===== config.mk =====
export PLATFORM = sky130hd
export DESIGN_NAME = muldiv_ctrl
export DESIGN_NICKNAME = d
export VERILOG_FILES = /design/src/rtl/muldiv_pkg.sv /design/src/rtl/muldiv_sign_fix.sv /design/src/rtl/muldiv_ctrl.sv
export SDC_FILE = /design/constraint.sdc
export NUM_CORES = 1
export LEC_CHECK = 0
export ABC_AREA = 0
export CAP_MARGIN = 25
export CORE_MARGIN = 2
export CORE_UTILIZATION = 38
export CTS_BUF_LIST = sky130_fd_sc_hd__clkbuf_8
export DETAILED_ROUTE_END_ITERATION = 16
export GPL_TIMING_DRIVEN = 0
export PLACE_DENSITY = 0.88
export SLEW_MARGIN = 20
export SYNTH_ARGS = -nofsm -noshare
export SYNTH_HDL_FRONTEND = slang
export SYNTH_HIERARCHICAL = 1
export SYNTH_SLANG_ARGS = --single-unit

===== constraint.sdc =====
create_clock -name clk -period 1.3 [get_ports clk]
set_clock_uncertainty 0.15 [all_clocks]
set_input_delay 0.195 -clock clk [delete_from_list [all_inputs] [get_ports clk]]
set_output_delay 0.195 -clock clk [all_outputs]
set_load 0.05 [all_outputs]

===== src/rtl/muldiv_pkg.sv =====
// Shared definitions for the mult/div sequencer: default sizes, op encodings, FSM states.
// Pure declarations; no latency or flow control of its own.
// Backpressure: not applicable.
package muldiv_pkg;

    localparam int DEF_WIDTH   = 32;
    localparam int DEF_TIMEOUT = 40;

    // bit0 selects the divider, bit1 requests signed arithmetic
    localparam logic [1:0] OP_MULTU = 2'b00;
    localparam logic [1:0] OP_DIVU  = 2'b01;
    localparam logic [1:0] OP_MULT  = 2'b10;
    localparam logic [1:0] OP_DIV   = 2'b11;

    typedef enum logic [1:0] {
        ST_IDLE   = 2'd0,
        ST_LAUNCH = 2'd1,
        ST_WAIT   = 2'd2,
        ST_FIX    = 2'd3
    } state_t;

    function automatic logic op_is_div(input logic [1:0] op);
        return op[0];
    endfunction

    function automatic logic op_is_signed(input logic [1:0] op);
        return op[1];
    endfunction

endpackage


===== src/rtl/muldiv_sign_fix.sv =====
// Combinational operand magnitude and result sign correction; built only with MULDIV_SIGNED_EN.
// Latency: zero (pure combinational).
// Backpressure: none; outputs follow inputs.
`ifdef MULDIV_SIGNED_EN
module muldiv_sign_fix #(
    parameter int WIDTH = 32
) (
    input  logic [WIDTH-1:0] a,
    input  logic [WIDTH-1:0] b,
    input  logic             signed_op,
    input  logic             is_div,
    input  logic             sign_a,
    input  logic             sign_b,
    input  logic [WIDTH-1:0] res_hi,
    input  logic [WIDTH-1:0] res_lo,
    output logic [WIDTH-1:0] mag_a,
    output logic [WIDTH-1:0] mag_b,
    output logic [WIDTH-1:0] fix_hi,
    output logic [WIDTH-1:0] fix_lo
);

    logic [2*WIDTH-1:0] prod;
    logic [2*WIDTH-1:0] prod_neg;
    logic [WIDTH-1:0]   quot_neg;
    logic [WIDTH-1:0]   rem_neg;

    // Two's complement of the most negative value is itself, which is exactly its magnitude
    assign mag_a = (signed_op && a[WIDTH-1]) ? (~a + 1'b1) : a;
    assign mag_b = (signed_op && b[WIDTH-1]) ? (~b + 1'b1) : b;

    assign prod     = {res_hi, res_lo};
    assign prod_neg = ~prod + 1'b1;
    assign quot_neg = ~res_lo + 1'b1;
    assign rem_neg  = ~res_hi + 1'b1;

    always_comb begin
        fix_hi = res_hi;
        fix_lo = res_lo;
        if (is_div) begin
            // Remainder follows the dividend, quotient follows the sign product
            fix_lo = (sign_a ^ sign_b) ? quot_neg : res_lo;
            fix_hi = sign_a ? rem_neg : res_hi;
        end else if (sign_a ^ sign_b) begin
            {fix_hi, fix_lo} = prod_neg;
        end
    end

endmodule
`endif


===== src/rtl/muldiv_ctrl.sv =====
// Runs one MULT/DIV at a time on the iterative engines and commits HI/LO; signed ops need MULDIV_SIGNED_EN.
// Latency: eng_start the cycle after accept; done/HI/LO one cycle after eng_done (two when sign fixing).
// Backpressure: req_ready only in IDLE; requests while busy are dropped, never queued.
module muldiv_ctrl
    import muldiv_pkg::*;
#(
    parameter int WIDTH          = DEF_WIDTH,
    parameter int TIMEOUT_CYCLES = DEF_TIMEOUT
) (
    input  logic             clk,
    input  logic             reset_n,
    input  logic             req_valid,
    output logic             req_ready,
    input  logic [1:0]       req_op,
    input  logic [WIDTH-1:0] req_a,
    input  logic [WIDTH-1:0] req_b,
    output logic             busy,
    output logic             done,
    output logic             div_zero,
    output logic             timeout,
    output logic [WIDTH-1:0] hi,
    output logic [WIDTH-1:0] lo,
    output logic             eng_start,
    output logic             eng_sel,
    output logic [WIDTH-1:0] eng_a,
    output logic [WIDTH-1:0] eng_b,
    input  logic             eng_done,
    input  logic [WIDTH-1:0] eng_hi,
    input  logic [WIDTH-1:0] eng_lo
);

    localparam int CW = $clog2(TIMEOUT_CYCLES + 1);

    state_t           state;
    state_t           state_nxt;
    logic [CW-1:0]    count;
    logic             accept;
    logic             div_zero_req;
    logic             to_hit;
    logic             fix_needed;
    logic [WIDTH-1:0] mag_a;
    logic [WIDTH-1:0] mag_b;
    logic [WIDTH-1:0] fix_hi;
    logic [WIDTH-1:0] fix_lo;

    logic             commit;
    logic [WIDTH-1:0] commit_hi;
    logic [WIDTH-1:0] commit_lo;
    logic             set_done;
    logic             set_dz;
    logic             set_to;

    assign accept       = req_valid && (state == ST_IDLE);
    assign div_zero_req = accept && op_is_div(req_op) && (req_b == '0);
    // Abort on the edge that would bring the WAIT count up to TIMEOUT_CYCLES
    assign to_hit       = (count == CW'(TIMEOUT_CYCLES - 1));

`ifdef MULDIV_SIGNED_EN
    logic             req_signed;
    logic             op_signed;
    logic             sign_a;
    logic             sign_b;
    logic [WIDTH-1:0] res_hi;
    logic [WIDTH-1:0] res_lo;

    assign req_signed = op_is_signed(req_op);
    assign fix_needed = op_signed;

    always_ff @(posedge clk) begin
        if (!reset_n) begin
            op_signed <= 1'b0;
            sign_a    <= 1'b0;
            sign_b    <= 1'b0;
            res_hi    <= '0;
            res_lo    <= '0;
        end else begin
            if (accept) begin
                op_signed <= req_signed;
                sign_a    <= req_signed & req_a[WIDTH-1];
                sign_b    <= req_signed & req_b[WIDTH-1];
            end
            if (state == ST_WAIT && eng_done) begin
                res_hi <= eng_hi;
                res_lo <= eng_lo;
            end
        end
    end

    muldiv_sign_fix #(
        .WIDTH (WIDTH)
    ) u_sign_fix (
        .a         (req_a),
        .b         (req_b),
        .signed_op (req_signed),
        .is_div    (eng_sel),
        .sign_a    (sign_a),
        .sign_b    (sign_b),
        .res_hi    (res_hi),
        .res_lo    (res_lo),
        .mag_a     (mag_a),
        .mag_b     (mag_b),
        .fix_hi    (fix_hi),
        .fix_lo    (fix_lo)
    );
`else
    assign mag_a      = req_a;
    assign mag_b      = req_b;
    assign fix_needed = 1'b0;
    assign fix_hi     = eng_hi;
    assign fix_lo     = eng_lo;
`endif

    always_ff @(posedge clk) begin
        if (!reset_n) begin
            state <= ST_IDLE;
        end else begin
            state <= state_nxt;
        end
    end

    always_comb begin
        state_nxt = state;
        case (state)
            ST_IDLE: begin
                if (accept && !div_zero_req) begin
                    state_nxt = ST_LAUNCH;
                end
            end
            ST_LAUNCH: state_nxt = ST_WAIT;
            ST_WAIT: begin
                if (eng_done) begin
                    state_nxt = fix_needed ? ST_FIX : ST_IDLE;
                end else if (to_hit) begin
                    state_nxt = ST_IDLE;
                end
            end
            ST_FIX:  state_nxt = ST_IDLE;
            default: state_nxt = ST_IDLE;
        endcase
    end

    always_comb begin
        commit    = 1'b0;
        commit_hi = eng_hi;
        commit_lo = eng_lo;
        set_done  = 1'b0;
        set_dz    = 1'b0;
        set_to    = 1'b0;
        case (state)
            ST_IDLE: begin
                if (div_zero_req) begin
                    set_done = 1'b1;
                    set_dz   = 1'b1;
                end
            end
            ST_WAIT: begin
                // A completion arriving on the timeout edge still counts as success
                if (eng_done) begin
                    if (!fix_needed) begin
                        commit   = 1'b1;
                        set_done = 1'b1;
                    end
                end else if (to_hit) begin
                    set_done = 1'b1;
                    set_to   = 1'b1;
                end
            end
            ST_FIX: begin
                commit    = 1'b1;
                commit_hi = fix_hi;
                commit_lo = fix_lo;
                set_done  = 1'b1;
            end
            default: ;
        endcase
    end

    assign req_ready = (state == ST_IDLE);
    assign busy      = (state != ST_IDLE);
    assign eng_start = (state == ST_LAUNCH);

    always_ff @(posedge clk) begin
        if (!reset_n) begin
            hi       <= '0;
            lo       <= '0;
            eng_a    <= '0;
            eng_b    <= '0;
            eng_sel  <= 1'b0;
            count    <= '0;
            done     <= 1'b0;
            div_zero <= 1'b0;
            timeout  <= 1'b0;
        end else begin
            done     <= set_done;
            div_zero <= set_dz;
            timeout  <= set_to;
            if (accept) begin
                eng_a   <= mag_a;
                eng_b   <= mag_b;
                eng_sel <= op_is_div(req_op);
            end
            if (state == ST_LAUNCH) begin
                count <= '0;
            end else if (state == ST_WAIT) begin
                count <= count + 1'b1;
            end
            if (commit) begin
                hi <= commit_hi;
                lo <= commit_lo;
            end
        end
    end

endmodule


### After elaboration in Yosys (flattened, before gate mapping)

Index checks and enable logic that the tools add are counted.

| operators by class | value |
|---|---|
| add/subtract/negate cells | 1 |
| eq/ne operators | 6 |
| multiplexer cells | 10 |
| bitwise logic cells | 2 |
| reductions and logical operators | 12 |

Operators with widths:

| cell | count |
|---|---|
| $logic_not A32 Y1 | 1 |
| $pmux W2 S4 | 1 |
| $add A6 B1 Y6 const B | 1 |
| $eq A6 B6 Y1 const B | 1 |
| $mux W2 | 3 |
| $eq A2 B2 Y1 const B | 2 |
| $logic_and A1 B1 Y1 | 4 |
| $mux W1 | 4 |
| $reduce_and A2 Y1 | 2 |
| $ne A3 B3 Y1 const B | 1 |
| $pmux W1 S3 | 1 |
| $reduce_or A3 Y1 | 1 |
| $eq A2 B1 Y1 const B | 1 |
| $logic_not A2 Y1 | 1 |
| $ne A2 B1 Y1 const B | 1 |
| $not A1 Y1 | 2 |
| $pmux W1 S2 | 1 |
| $reduce_bool A2 Y1 | 1 |
| $reduce_or A2 Y1 | 1 |
| $logic_not A1 Y1 | 1 |

| storage, ports and cells | value |
|---|---|
| register bits after elaboration | 140 |
| output and inout bits | 135 |
| logic and storage cells | 41 |

### Longest topological paths before layout

Gate-level depths: netlist of the first run.

| logic depth | value |
|---|---|
| word-level depth | 8 |
| mapped depth | 8 |
| depth with buffers taken out | 5 |

### Worst setup path before layout of the first run

No wires, ideal clock.

| path | value |
|---|---|
| path type | reg-to-reg |
| start | register state[1] |
| end | register eng_a[12] |
| library setup time | 0.066 ns |
| data arrival time | 1.406 ns |
| data required time | 1.084 ns |
| slack | -0.322 ns |
| cell stages (with the launch flop) | 9 |
| clock period less this slack | 1.622 ns |
| cell sequence | dfxtp_1 > buf_6 > nor2_4 > and2_1 > buf_6 > buf_8 > buf_6 > nand2_1 > a21boi_2 |

| between the ends | value |
|---|---|
| longest elaborated chain between the ends | 2 |

Ends and longest elaborated chain:

| element | RTL line | text |
|---|---|---|
| start, declared | muldiv_ctrl.sv:34 | `state_t state;` |
| start signal, assigned | muldiv_ctrl.sv:117 | `state <= state_nxt;` |
| $logic_not A2 Y1 | -- |  |
| via req_ready | muldiv_ctrl.sv:13 | `output logic req_ready,` |
| $logic_and A1 B1 Y1 | muldiv_ctrl.sv:53 | `assign accept = req_valid && (state == ST_IDLE);` |
| end signal, assigned | muldiv_ctrl.sv:198 | `eng_a <= mag_a;` |
| end, declared | muldiv_ctrl.sv:25 | `output logic [WIDTH-1:0] eng_a,` |

The timed path passes the listed nets, and every way through them passes these cells.
A chain may end at the register's enable or synchronous reset.

### Worst setup path in the final report of the first run

| path | value |
|---|---|
| start | register state[1] |
| end | register eng_b[17] |

| between the ends | value |
|---|---|
| longest elaborated chain between the ends | 2 |

Ends and longest elaborated chain:

| element | RTL line | text |
|---|---|---|
| $logic_not A2 Y1 | muldiv_ctrl.sv:53 |  |
| $logic_and A1 B1 Y1 | muldiv_ctrl.sv:53 |  |
| end signal, assigned | muldiv_ctrl.sv:199 | `eng_b <= mag_b;` |
| end, declared | muldiv_ctrl.sv:26 | `output logic [WIDTH-1:0] eng_b,` |

No other way between the ends.

==> results.md, run 1 <==
- Status: finished with violations
- Failing checks: negative setup slack
- Worst-case reg-to-reg path depth: 6
- Site row count: 44
- Adder-Cell Fraction of Synth Area: 0.00218
- Vias after detailed routing: between 6000 and 7000
- Setup WS post-layout: -357 ps
- M1 GR Usage: 0.276
- Detailed-router iteration count before antenna repair: 5
- Area Overhead vs Synth: 101%
- WHS: 30.4 ps
- Critical path launch point type: register
- Port bufs: approximately 270
- Ys flop type: dfxtp_1
- Synth Area in Compound Gates: 0.237
- Number of enable flip-flop cells after synthesis: 0
- Via/cell ratio: 5.13
- Synth top area share: 0.488
- Synth area leaders: dfxtp_1 (49%), nand2_1 (17%), a21boi_2 (15%)
- GRT met3 Usage: 0.0835
- Final wirelength: 25200 µm
- Antenna violations before repair: 0
- Total die area: 16100 µm²
- Pleak: 4.63 nW
- Hold WC Path Type: input port to register
- Clk sinks: 140
- Finish-stage setup viols: 196
- Crit-path max FO: 5
- Slew @ Worst Pin: between 600 and 700 ps
- Cell taking the most area after synthesis: dfxtp_1
- Share of flip-flops with an asynchronous set or reset: 0
- Post-route DRC: 0
- HPWL after DPL: ~13000 µm
- I/O Pins: 269
- Core box area: between 10000 and 15000 µm²
- Met2 Use GR: 0.460
- Max rail drop VDD: between 0.6 and 0.7 mV
- Nets: 1139
- CP endpoint kind: register
- Routed Antenna Nets: 0
- Worst-case clock buffer depth: 2
- RSZ-0062 raised after global routing: true
- Final Hold Vio Count: 0
- FMAX: 0.603 GHz
- Post-layout min period: 1660 ps
- Clock Latency Late Sink: 440 ps
- Routed wire per std cell: approximately 21 µm
- Post-synthesis mux area share: 0.00174
- DP Cell Count: 1081
- Placed cell area: about 8600 µm²
- CP Buf/Inv Count: 2
- Synth Area in XOR/XNOR: 0.00458
- CP top delay family: simple AND/OR/NAND/NOR gates
- Number of global-route vias before repair: 5991
- Largest net degree at the start of global routing: 17
- Final Util: 0.787
- Final period util: 1.27
- Post-synthesis simple-gate area fraction: 0.209
- Setup_tns: -30860 ps
- Arrival @ worst endpoint: between 1500 and 2000 ps
- Initial drt markers: 334
- Yosys reg bits: 140
- Synthesized area per cell: 9.10 µm²
- Maxcap violations: 0
- CP max stage delay: 380 ps
- Cells after synthesis: 631
- First-pass GRT wire length: 31700 µm
- Post-route insts no fill: 1201
- Hold Crit Depth: 2
- Gr usage total: 0.252
- Req. time, crit path: around 1500 ps
- Antenna cells: 0
- Share of cells above drive strength 1: 0.604
- Synth warn: 6
- Area of the mapped netlist: ~5700 µm²
- Total CTS buffers: 17
- Die Y: 127 µm
- CP Class: register to register
- Crit path cell chain: nor2_4, and2_4, buf_6, clkbuf_16, nand2_1, a21boi_1
- Worst path slowest cell: dfxtp_4
- Final Cell Area: 11500 µm²
- Sequential cell area fraction in the yosys report: 0.488
- Busiest layer in global routing: met2
- Slew Limit Fails: 0
- Library cells used by synthesis: 40
- PwrDens: 1010 nW/µm²
- Root Buffer: clkbuf_8
- Final Wtd Congestion: 0.786
- Total gr overflow: 0
- TritonCTS clock tree: yes
- Dpl ws: -742 ps
- Total power: about 12 mW
- H-Tree Depth: 4
- Die width: 127 µm
- Slew HR: 0.592
- WP depth: 6
- Starting Density: 0.392
- Largest family of logic cells by synthesized area: compound AO/OA/AOI/OAI gates
- Reg clk slew, reported paths: 90 ps
- Syn Nets: 766
==> where the power goes <==
part | internal, mW | total (mW) | switching [mW]
logic | 1.70 | 3.49 | 1.79
clock network | 1.56 | 3.43 | 1.87
registers | 4.51 | 4.73 | 0.222
total | 7.77 | 11.6 | 3.88
==> registers in the layout (all words and copies together) (netlist names) <==
signal and cells:
eng_sel 1, eng_b 32, lo 32, hi 32, div_zero 1, timeout 1
count 6, done 1, eng_a 32, state 2
==> placed cells by master (no fill, tap or decap), types with 2 or more instances in the layout <==
master and instances:
buf_4 63, nor3b_2 2, clkdlybuf4s50_1 131, nor2b_1 2, clkinvlp_4 2, nand2_4 55, nand2_1 184, a21oi_1 3
nand4_1 3, nor2_1 3, a21boi_2 95, clkbuf_1 14, a21boi_1 35, nor2_4 3, buf_8 135, clkinv_4 3
clkbuf_4 2, clkbuf_16 5, dfxtp_4 30, buf_6 32, dfxtp_2 106, dfxtp_1 4, clkinv_2 6, clkbuf_2 4
xor2_1 2, inv_6 2, clkbuf_8 18, buf_12 10, nor4_1 7, nand2_2 24
==> synth_stat cells (all sizes together) (2+ instances only) <==
cell type / instances
nor2b: 2
nand2: 263
dfxtp: 140
nor4: 8
a21oi: 4
nor3b: 3
xor2: 2
o21ai: 3
o21a: 2
nor2: 6
buf: 24
a21boi: 130
clkbuf: 22
nand4: 3
inv: 2
==> final timing paths <==
kind | endpoint | startpoint | slack (ps)
worst max-delay path | eng_b[17] | state[1] | -360
worst min-delay path | hi[14] | reset_n | 30
worst max register to register | eng_b[17] | state[1] | -360
worst min register to register | eng_a[26] | eng_a[26] | 320
==> layout make-up <==
type / count / area, µm²
clock buffer: 18 / 248
clock inverter: 14 / 119
inverter: 2 / 10.0
tap: 184 / 230
sequential: 140 / 3050
timing repair buffer: 358 / 4220
fill: 758 / 3120
buffer: 42 / 415
multi-input combinational: 443 / 3240
==> metal layers <==
metal,wire [µm],share of wire
met1,9120,0.36
met2,13200,0.52
met3,2190,0.087
met4,675,0.027
met5,0,0
==> cell families after synthesis <==
family,after synthesis
simple gates,295
compound gates,143
flops,140
buf+inv,48
xor+xnor,3
mux,1
fa+ha+maj,1
==> repair_timing <==
action,4_1_cts,5_1_grt
cloned,7,6
buffers inserted,36,48
pin swaps,29,102
endpoints found under the hold margin,3,0
endpoints found under the setup margin,273,273
hold buffers,1,0
resized for setup,1333,204
Power figures use the tool's default switching activity.
==> run 2, diff against run 1 <==
CAP_MARGIN = 20   (was 25)
==> results of run 2 <==
Final layout, timing and power as in run 1 (identical DEF).
